**config.mk**
```make
export PLATFORM = sky130hd
export DESIGN_NAME = pipelined_rca
export DESIGN_NICKNAME = d
export VERILOG_FILES = /design/src/rtl/pipelined_rca.sv
export SDC_FILE = /design/constraint.sdc
export NUM_CORES = 1
export LEC_CHECK = 0
export CAP_MARGIN = 20
export CORE_MARGIN = 2
export CORE_UTILIZATION = 58
export CTS_CLUSTER_SIZE = 16
export DETAILED_ROUTE_END_ITERATION = 8
export HOLD_SLACK_MARGIN = 0.05
export PLACE_DENSITY = 0.83
export SYNTH_ARGS = -nofsm -noshare
export SYNTH_HDL_FRONTEND = slang
export SYNTH_SLANG_ARGS = --single-unit
```
**constraint.sdc**
```tcl
create_clock -name clk -period 6.5 [get_ports clk]
set_input_delay 0.65 -clock clk [delete_from_list [all_inputs] [get_ports clk]]
set_output_delay 0.65 -clock clk [all_outputs]
set_load 0.01 [all_outputs]
```
**src/rtl/pipelined_rca.sv**
```systemverilog
// Purpose: ripple-carry adder/subtractor split into NSEG = WIDTH/SEG_W registered segment stages.
// Latency: NSEG cycles from acceptance to result; one result per cycle when unstalled.
// Backpressure: whole pipe freezes while a result sits unaccepted; in_ready = advance && !rst.
//
// Ports:
//   clk, rst            rising-edge clock, synchronous active-high reset
//   in_valid/in_ready   operand handshake (a, b, cin, sub)
//   a, b                WIDTH-bit operands; sub=1 computes a-b, cin ignored
//   out_valid/out_ready result handshake (sum, cout, ovf)
//   sum, cout, ovf      result bits, carry out of MSB (1 = no borrow on sub), signed overflow
module pipelined_rca #(
    parameter int WIDTH = 16,
    parameter int SEG_W = 4
) (
    input  logic             clk,
    input  logic             rst,
    input  logic             in_valid,
    output logic             in_ready,
    input  logic [WIDTH-1:0] a,
    input  logic [WIDTH-1:0] b,
    input  logic             cin,
    input  logic             sub,
    output logic             out_valid,
    input  logic             out_ready,
    output logic [WIDTH-1:0] sum,
    output logic             cout,
    output logic             ovf
);

    localparam int NSEG = (SEG_W > 0) ? WIDTH / SEG_W : 1;

    if (SEG_W < 1 || WIDTH < SEG_W || (WIDTH % ((SEG_W > 0) ? SEG_W : 1)) != 0) begin : g_param_check
        $error("pipelined_rca: WIDTH must be a positive multiple of SEG_W");
    end

    // Every stage moves together; bubbles advance too so the pipe refills
    // behind an output that was stalled and then released.
    logic advance;
    assign advance  = !out_valid || out_ready;
    assign in_ready = advance && !rst;

    for (genvar k = 0; k < NSEG; k++) begin : g_stage
        localparam int WIN = WIDTH - k * SEG_W;   // operand bits still to be added on entry
        localparam int RW  = WIN - SEG_W;         // operand bits carried on to later stages
        localparam int SW  = (k + 1) * SEG_W;     // sum bits known after this stage

        logic [WIN-1:0]   a_in;
        logic [WIN-1:0]   b_in;
        logic             c_in;
        logic             v_in;
        logic [SW-1:0]    sum_d;
        logic [SEG_W-1:0] a_seg;
        logic [SEG_W-1:0] b_seg;
        logic [SEG_W:0]   seg;

        logic             v_q;
        logic             c_q;
        logic [SW-1:0]    sum_q;

        if (k == 0) begin : g_first
            // Subtraction is a + ~b + 1: invert B once here, force carry-in to 1.
            assign a_in  = a;
            assign b_in  = b ^ {WIDTH{sub}};
            assign c_in  = sub | cin;
            assign v_in  = in_valid && in_ready;
            assign sum_d = seg[SEG_W-1:0];
        end else begin : g_next
            assign a_in  = g_stage[k-1].g_rem.a_q;
            assign b_in  = g_stage[k-1].g_rem.b_q;
            assign c_in  = g_stage[k-1].c_q;
            assign v_in  = g_stage[k-1].v_q;
            assign sum_d = {seg[SEG_W-1:0], g_stage[k-1].sum_q};
        end

        assign a_seg = a_in[SEG_W-1:0];
        assign b_seg = b_in[SEG_W-1:0];
        assign seg   = {1'b0, a_seg} + {1'b0, b_seg} + {{SEG_W{1'b0}}, c_in};

        always_ff @(posedge clk) begin
            if (rst) begin
                v_q   <= 1'b0;
                c_q   <= 1'b0;
                sum_q <= '0;
            end else if (advance) begin
                v_q   <= v_in;
                c_q   <= seg[SEG_W];
                sum_q <= sum_d;
            end
        end

        // Only the operand bits not yet consumed travel down the pipe.
        if (RW > 0) begin : g_rem
            logic [RW-1:0] a_q;
            logic [RW-1:0] b_q;

            always_ff @(posedge clk) begin
                if (rst) begin
                    a_q <= '0;
                    b_q <= '0;
                end else if (advance) begin
                    a_q <= a_in[WIN-1:SEG_W];
                    b_q <= b_in[WIN-1:SEG_W];
                end
            end
        end
    end

    // Carry into the MSB is recovered from the MSB sum bit: s = a ^ b ^ c_in.
    logic msb_cin;
    logic ovf_d;
    assign msb_cin = g_stage[NSEG-1].a_seg[SEG_W-1]
                   ^ g_stage[NSEG-1].b_seg[SEG_W-1]
                   ^ g_stage[NSEG-1].seg[SEG_W-1];
    assign ovf_d   = msb_cin ^ g_stage[NSEG-1].seg[SEG_W];

    always_ff @(posedge clk) begin
        if (rst) begin
            ovf <= 1'b0;
        end else if (advance) begin
            ovf <= ovf_d;
        end
    end

    assign out_valid = g_stage[NSEG-1].v_q;
    assign sum       = g_stage[NSEG-1].sum_q;
    assign cout      = g_stage[NSEG-1].c_q;

endmodule

```
==> results_dict.tcl, run 1 <==
set metrics [dict create \
    ys_ff_latch 97 \
    cts-htree-levels 3 \
    crit_path_end_kind "flop" \
    antenna_cells 0 \
    synthArstFlopShare_pct 0 \
    cpPeakStageDelay_ps 870 \
    die_h_microns 88.50 \
    grt-ovfl-total 0 \
    via_count 3162 \
    max-cap-violations 0 \
    max_clock_freq_mhz 314.7 \
    drt_iter0_markers 159 \
    io_pins 58 \
    fin_ws_ps 3322 \
    tightest_slew_ps 886.0 \
    die-width_microns 88.50 \
    path_cells "clkdlybuf4s50_1, or2_2, fa_1, fa_1, a21o_1, a211oi_1, nor3_1" \
    clockBufferDepth 2 \
    slew_headroom_pct 40.75 \
    antenna_found_initial 0 \
    path_max_fanout 17 \
    num_rows 30 \
    setup_violations 0 \
    status "complete, no violations" \
    cts_sinks 97 \
    p_leak_nw 1.915 \
    hold_path_class "reg2reg" \
    syn_inst 469 \
    post_cts_resized 0 \
    netlist_area_sq_um 4141 \
    nets 564 \
    slowest_stage "clkdlybuf4s50_1" \
    worstRegToRegCells 6 \
    ys_seq_area_share_pct 46.89 \
    clockRootBuffer "clkbuf_8" \
    startpoint_type "input pin" \
    vdd_drop_max_mv 0.1111 \
    clk_pin_slew_worst_paths_ps 90 \
    cts_buffers 9 \
    synth_ff_type "dfxtp_1" \
    grt_pass1_wl_microns 13320 \
    clk_latency_ps 360 \
    fp.coreArea_sq_um 6869 \
    power.density_nw_per_um2 254.8 \
    cts_hold_buffers 0 \
    drive_above_1_share_pct 7.647 \
    rr_endpoint "ovf$_SDFFE_PP0N_" \
    finalWirelength_microns 8005 \
    crit_top_cell "fa_1" \
    rsz0062_at_grt "no" \
    die_area_sq_um 7832 \
    required_ps 6710 \
    grt_pass1_vias 3038 \
    grt_use_total_pct 21.72 \
    fin_crit_ps 3178 \
    routedWlPerCell_microns 13.21 \
    hold_violations 0 \
    grt_max_degree 115 \
    first_pass_iters 5 \
    layout_worst_path_cycle_share_pct 48.89 \
    slew_viol_final 0 \
    cp_data_arrival_time_ps 3380 \
    ant_nets 0 \
    fin_tns_setup_ps 0 \
    hold_path_end "g_stage[1].g_rem.b_q[4]$_SDFFE_PP0N_" \
    finClkSkew_ps 12.28 \
    synth_edf_count 0 \
    hp-start "g_stage[0].g_rem.b_q[8]$_SDFFE_PP0N_" \
    ys_warn_count 0 \
    crit_type "in2reg" \
    drc 0 \
    synth_cell_types 28 \
    layout.filler_cells 529 \
    area_growth_pct 17.98 \
    post_cts_buffers 0 \
    dpl.hpwl_microns 5034 \
    post-place-ws_ps 2975 \
    gp_congestion 0.7683 \
    syn-num-nets 527 \
    cts_tree "built" \
    post_drt_via_cell_ratio 5.218 \
    synth.avg_cell_area_sq_um 8.830 \
    r2r_slack_ps 4410 \
    hold_path_depth 2 \
    port_buffers 57 \
    timing.rr.start "g_stage[2].c_q$_SDFFE_PP0N_" \
    start_util_pct 60.29 \
]
## report_power, final
group | switching, mW | total (mW) | internal (mW)
Combinational | 0.0684 | 0.144 | 0.0756
Clock | 0.192 | 0.446 | 0.254
Sequential | 0.0221 | 0.655 | 0.633
## cell usage after synthesis (6+ instances only)
cell type	count	area share, %
clkbuf_1	11	1.0
fa_1	8	3.9
dfxtp_1	97	47
nand2_1	142	13
a21oi_1	74	8.9
buf_4	6	1.1
buf_2	10	1.2
nor2_1	25	2.3
ha_1	12	3.6
buf_6	8	2.2
xnor2_1	18	3.8
a211oi_2	17	5.1
a21o_1	8	1.5
## how the worst max path moves through the flow
| stage | startpoint | end | slack, ps | depth (start not counted) |
|---|---|---|---|---|
| after global placement | sub | g_stage[0].c_q$_SDFFE_PP0N_ | 3050 | 7 |
| final | sub | g_stage[0].c_q$_SDFFE_PP0N_ | 3320 | 7 |
| after global routing | out_ready | in_ready | 3190 | 5 |
| after CTS | out_ready | in_ready | 3320 | 5 |
| after detailed placement | sub | g_stage[0].c_q$_SDFFE_PP0N_ | 2970 | 7 |
| after floorplan | sub | g_stage[0].c_q$_SDFFE_PP0N_ | 3830 | 8 |
## sequential cells by signal, summed over array words and instances (netlist names)
signal	count
ovf	1
sum	16
g_stage.g_rem.b_q	24
g_stage.g_rem.a_q	24
g_stage.sum_q	24
g_stage.c_q	3
g_stage.v_q	3
out_valid	1
cout	1
## cell usage in the layout (no fill, tap or decap), drive strengths merged, types with 2 or more instances in the layout
cell type,synthesis,final
nand2,142,142
dfxtp,97,97
a21oi,76,76
clkdlybuf4s50,0,56
nor2,25,25
a211oi,21,21
xnor2,18,18
ha,12,12
clkbuf,11,12
a21o,8,8
fa,8,8
buf,24,5
xor2,4,4
inv,3,3
or4,3,3
nand4b,3,3
nand3b,3,3
nand3,3,3
bufinv,0,3
nor3,2,2
nor2b,2,2
## metrics by stage
step	instances	cell area, sq um	hold WS, ps	power [mW]	utilization [%]
final	606	4886	450.5	1.245	71.13
after detailed placement	590	4633	443.2	0.8111	67.45
after CTS	605	4858	453.4	1.250	70.73
after global routing	606	4886	467.5	1.294	71.13
after global placement	590	4633	438.2	0.8033	67.45
after floorplan	469	4141	432.1	0.7576	-
## cell type report
cell class	count	area, sq um	share of cell area (%)
clock buffer	12	135.1	2.766
tap	96	120.1	2.458
multi-input combinational	334	1969	40.31
inverter	3	11.26	0.2305
clock inverter	3	90.09	1.844
sequential	97	1942	39.74
timing repair buffer	61	618.1	12.65
## metal layers
metal / track usage [%] / part of all wire [%]
met5: 0 / 0
met4: 10.61 / 2.1
met3: 4.384 / 4.3
met2: 33.56 / 47
met1: 29.27 / 47
## cell families after synthesis
family / count (synthesis) / synth area share [%]
xor gates and xnor gates: 22 / 4.652
adders and majority gates: 20 / 7.492
AOI/OAI and AO/OA: 106 / 16.80
buffers and inverters: 38 / 5.740
DFF: 97 / 46.89
and+or+nand+nor: 186 / 18.43
## worst max-delay path: cells and delay by family
family / cells / cell delay (ps)
AO/OA/AOI/OAI: 2 / 420
adder cells (fa/ha/maj): 2 / 850
buffers and inverters: 1 / 870
AND/OR/NAND/NOR: 2 / 590
Note: power is estimated with default switching activity, not from simulation.
==> inputs of run 2 (changes only) <==
--- a/config.mk
+++ b/config.mk
@@ -7,11 +7,11 @@
 export LEC_CHECK = 0
 export CAP_MARGIN = 20
 export CORE_MARGIN = 2
-export CORE_UTILIZATION = 58
+export CORE_UTILIZATION = 54
 export CTS_CLUSTER_SIZE = 16
 export DETAILED_ROUTE_END_ITERATION = 8
 export HOLD_SLACK_MARGIN = 0.05
-export PLACE_DENSITY = 0.83
+export PLACE_DENSITY = 0.78
 export SYNTH_ARGS = -nofsm -noshare
 export SYNTH_HDL_FRONTEND = slang
 export SYNTH_SLANG_ARGS = --single-unit
==> constraint.sdc (replaced) <==
create_clock -name clk -period 3.2 [get_ports clk]
set_input_delay 0.32 -clock clk [delete_from_list [all_inputs] [get_ports clk]]
set_output_delay 0.32 -clock clk [all_outputs]
set_load 0.01 [all_outputs]
==> results_dict.tcl, run 2 (synthesized netlist as in run 1, its figures left out) <==
set metrics [dict create \
    antenna_found_initial 0 \
    crit_type "in2reg" \
    status "complete, no violations" \
    die-width_microns 91.58 \
    cts_buffers 9 \
    slowest_stage "clkdlybuf4s50_1" \
    clk_latency_ps 350 \
    cts_hold_buffers 0 \
    drt_iter0_markers 155 \
    startpoint_type "input pin" \
    final_util_pct 66.26 \
    drc 0 \
    ant_nets 0 \
    crit_path_end_kind "flop" \
    post_cts_buffers 0 \
    power.density_nw_per_um2 490.2 \
    hold_path_class "in2reg" \
    antenna_cells 0 \
    crit_top_cell "fa_1" \
    finClkSkew_ps 8.407 \
    clockBufferDepth 2 \
    cts-htree-levels 3 \
    cpPeakStageDelay_ps 480 \
    area_growth_pct 17.28 \
    vdd_drop_max_mv 0.2194 \
    max_clock_freq_mhz 424.9 \
    gp_congestion 0.7716 \
    grt_max_degree 104 \
    die_h_microns 91.58 \
    num_rows 31 \
    multi_input_area_sq_um 1969 \
    die_area_sq_um 8386 \
    post_drt_via_cell_ratio 5.124 \
    layout_worst_path_cycle_share_pct 73.55 \
    cts_tree "built" \
    first_pass_iters 4 \
    grt_use_total_pct 18.91 \
    post_cts_resized 0 \
    mostFrequentLayoutCells "nand2_1 (142), dfxtp_1 (97), a21oi_1 (74)" \
    clockRootBuffer "clkbuf_8" \
    final_common_cell "nand2_1" \
    fin_crit_ps 2354 \
    required_ps 3400 \
    grt_pass1_vias 2923 \
    fp.coreArea_sq_um 7331 \
    drive_above_1_share_pct 8.398 \
    p_leak_nw 1.896 \
    slew_viol_final 0 \
    io_pins 58 \
    fin_cells 611 \
    setup_violations 0 \
    tightest_slew_ps 1085 \
    nets 566 \
    finalWirelength_microns 7475 \
    crit_buf_inv 2 \
    cp_data_arrival_time_ps 2550 \
    dpl.hpwl_microns 4828 \
    grt-ovfl-total 0 \
    path_cells "clkdlybuf4s50_1, buf_4, xor2_1, fa_1, fa_1, a21o_1, a211oi_1, nor3_1" \
    port_buffers 57 \
    start_util_pct 56.49 \
    slew_headroom_pct 27.64 \
    layout.filler_cells 617 \
    routedWlPerCell_microns 12.23 \
    via_count 3131 \
    reg_top3 "g_stage.g_rem.a_q x24, g_stage.g_rem.b_q x24, g_stage.sum_q x24" \
    crit_family "adder cells" \
    dp_cells 596 \
    rsz0062_at_grt "no" \
    clk_pin_slew_worst_paths_ps 90 \
    regArea_sq_um 1942 \
    cts_sinks 97 \
    fin_tns_setup_ps 0 \
    path_max_fanout 8 \
    max-cap-violations 0 \
    grt_pass1_wl_microns 12950 \
    hold_violations 0 \
]
==> run 2: changes by cell type in the layout (fill, tap and decap cells not counted) <==
cell,before,now
clkbuf_1,3,1
clkinvlp_4,0,3
clkinv_2,0,1
bufinv_16,3,1
buf_16,1,0
buf_12,0,1
buf_4,4,6
==> run 2: path summary, 6_finish.rpt <==
check / cells after the start / slack [ps] / to / startpoint
worst max-delay path: 8 / 850 / g_stage[0].c_q$_SDFFE_PP0N_ / sub
worst min-delay path: 3 / 310 / sum[15]$_SDFFE_PP0N_ / rst
worst max register to register: 6 / 1200 / ovf$_SDFFE_PP0N_ / g_stage[2].c_q$_SDFFE_PP0N_
worst min register to register: 2 / 450 / sum[6]$_SDFFE_PP0N_ / sum[6]$_SDFFE_PP0N_
==> run 2: layer usage <==
metal / wire length [microns] / share of wire, % / track usage (%)
met5: 0 / 0 / 0
met4: 133 / 1.8 / 7.955
met3: 232 / 3.1 / 2.822
met2: 3223 / 43 / 29.35
met1: 3885 / 52 / 26.28
==> run 2: cell type report <==
type	count	area share, %
Inverter	3	0.2318
Tap cell	99	2.550
Timing Repair Buffer	63	12.88
Clock buffer	10	2.628
Sequential cell	97	39.98
Multi-Input combinational cell	334	40.55
Clock inverter	5	1.185
==> run 2: metrics by stage <==
stage                     worst slack [ps]  power, mW  hold slack, ps  cell area (sq um)
after floorplan                      861.4      1.539           432.1               4141
after global placement               497.8      1.637           437.1               4672
after detailed placement             451.8      1.648           445.6               4672
after CTS                            832.5      2.400           298.2               4857
after global routing                 753.3      2.493           302.3               4857
final                                846.5      2.381           306.1               4857
==> run 2: tightest hold or removal path: stages <==
cell,delay [ps]
buf_4,80
nor2_1,60
a21o_1,160
==> run 2: report_power, final <==
group          switching [mW]  internal (mW)
Combinational           0.135          0.155
Clock                   0.405          0.356
Sequential             0.0437           1.29
==> inputs of run 3 (changes only) <==
==> constraint.sdc (replaced) <==
create_clock -name clk -period 2.2 [get_ports clk]
set_input_delay 0.22 -clock clk [delete_from_list [all_inputs] [get_ports clk]]
set_output_delay 0.22 -clock clk [all_outputs]
set_load 0.01 [all_outputs]
==> results_dict.tcl, run 3 (synthesized netlist as in run 1, its figures left out) <==
set metrics [dict create \
    area_growth_pct 18.55 \
    post-place-ws_ps -264.5 \
    grt_use_total_pct 19.49 \
    holdWs_ps 185.1 \
    die-width_microns 91.58 \
    cts_tree "built" \
    antenna_cells 0 \
    slew_headroom_pct 74.92 \
    nets 569 \
    rsz0062_at_grt "no" \
    slew_viol_final 0 \
    clk_latency_ps 360 \
    required_ps 2430 \
    dp_cells 599 \
    path_max_fanout 4 \
    clockBufferDepth 2 \
    crit_path_start "sub" \
    layout.filler_cells 598 \
    crit_type "in2reg" \
    grt_max_degree 82 \
    post_drt_via_cell_ratio 5.104 \
    cts-htree-levels 3 \
    setup_violations 0 \
    combinationalPowerShare_pct 12.6 \
    hp-start "rst" \
    fp.coreArea_sq_um 7331 \
    p_clk_share_pct 31.7 \
    timing.rr.start "g_stage[2].c_q$_SDFFE_PP0N_" \
    layout_worst_path_cycle_share_pct 94.48 \
    p_sw_share_pct 24.36 \
    die_area_sq_um 8386 \
    power_frac_seq_pct 55.7 \
    fin_cells 615 \
    drc 0 \
    grt_pass1_vias 2994 \
    gp_congestion 0.7550 \
    finClkSkew_ps 12.32 \
    slowest_stage "clkdlybuf4s50_1" \
    startpoint_type "input pin" \
    first_pass_iters 4 \
    cts_buffers 9 \
    clockRootBuffer "clkbuf_8" \
    hold_violations 0 \
    antenna_found_initial 0 \
    regArea_sq_um 1942 \
    grt_pass1_wl_microns 13280 \
    num_rows 31 \
    cts_hold_buffers 0 \
    port_buffers 57 \
    fin_ws_ps 121.5 \
    drive_above_1_share_pct 9.109 \
    power.density_nw_per_um2 707.2 \
    dpl.hpwl_microns 5124 \
    finalWirelength_microns 7724 \
    via_count 3139 \
    cts_sinks 97 \
    clk_pin_slew_worst_paths_ps 90 \
    status "complete, no violations" \
    final_util_pct 66.97 \
    cpPeakStageDelay_ps 480 \
    routedWlPerCell_microns 12.56 \
    post_cts_buffers 0 \
    p_leak_nw 1.927 \
    r2r_slack_ps 210 \
    fin_crit_ps 2078 \
    max-cap-violations 0 \
    crit_path_end_kind "flop" \
    reg_top3 "g_stage.g_rem.a_q x24, g_stage.g_rem.b_q x24, g_stage.sum_q x24" \
    post_cts_resized 0 \
    multi_input_area_sq_um 1972 \
    final_common_cell "nand2_1" \
    ant_nets 0 \
    die_h_microns 91.58 \
    grt-ovfl-total 0 \
    hold_path_class "in2reg" \
    intPower_mw 2.626 \
    max_clock_freq_mhz 481.1 \
    path_cells "clkdlybuf4s50_1, or2_2, fa_1, fa_2, a21o_1, a211oi_1, nor3_1" \
    drt_iter0_markers 173 \
    vdd_drop_max_mv 0.2871 \
    p_switching_mw 0.8459 \
    tightest_slew_ps 376.2 \
    fin_tns_setup_ps 0 \
    start_util_pct 56.49 \
    io_pins 58 \
    cp_data_arrival_time_ps 2310 \
    mostFrequentLayoutCells "nand2_1 (142), dfxtp_1 (97), a21oi_1 (74)" \
]
==> run 3: cell count changes in the layout (fill, tap and decap cells not counted) <==
cell        before  now
buf_12           1    3
clkinvlp_4       3    1
buf_4            6    7
clkbuf_1         1    2
clkinv_2         1    2
clkinv_4         0    1
fa_1             8    7
fa_2             0    1
==> run 3: power by group through the flow <==
stage | clock network [mW] | registers, mW | logic [mW]
after floorplan | 0 | 1.97 | 0.274
after global placement | 0 | 1.97 | 0.420
after detailed placement | 0 | 1.97 | 0.434
after CTS | 1.13 | 1.93 | 0.439
after global routing | 1.21 | 1.95 | 0.484
final | 1.10 | 1.93 | 0.436
==> run 3: path summary, 6_finish.rpt <==
kind	endpoint	cells past startpoint
worst max-delay path	g_stage[0].c_q$_SDFFE_PP0N_	7
worst min-delay path	sum[14]$_SDFFE_PP0N_	2
worst min register to register	sum[11]$_SDFFE_PP0N_	2
worst max register to register	ovf$_SDFFE_PP0N_	6
==> run 3: final cells by class <==
class / count / share of cell area [%]
clock buffer: 11 / 2.676
inverter: 3 / 0.2294
multi-input combinational: 334 / 40.16
clock inverter: 5 / 1.147
timing repair buffer: 66 / 13.71
sequential: 97 / 39.55
tap: 99 / 2.523
==> run 3: metal layers <==
layer	share of wire [%]	vias to the layer above	GRT usage, %
li1	-	1623	-
met1	50	1444	26.70
met2	45	67	30.64
met3	3.8	5	3.568
met4	0.91	0	7.323
met5	0	-	0
==> run 3: stage by stage <==
stage | area (sq um) | power, mW
final | 4910 | 3.472
after global routing | 4910 | 3.640
after CTS | 4910 | 3.505
after detailed placement | 4722 | 2.408
after global placement | 4722 | 2.390
after floorplan | 4144 | 2.239
==> run 3: critical path: cells and delay by family <==
kind / cells / cell delay [ps]
and+or+nand+nor: 2 / 410
AOI/OAI and AO/OA: 2 / 410
adders and majority gates: 2 / 780
buffers and inverters: 1 / 480
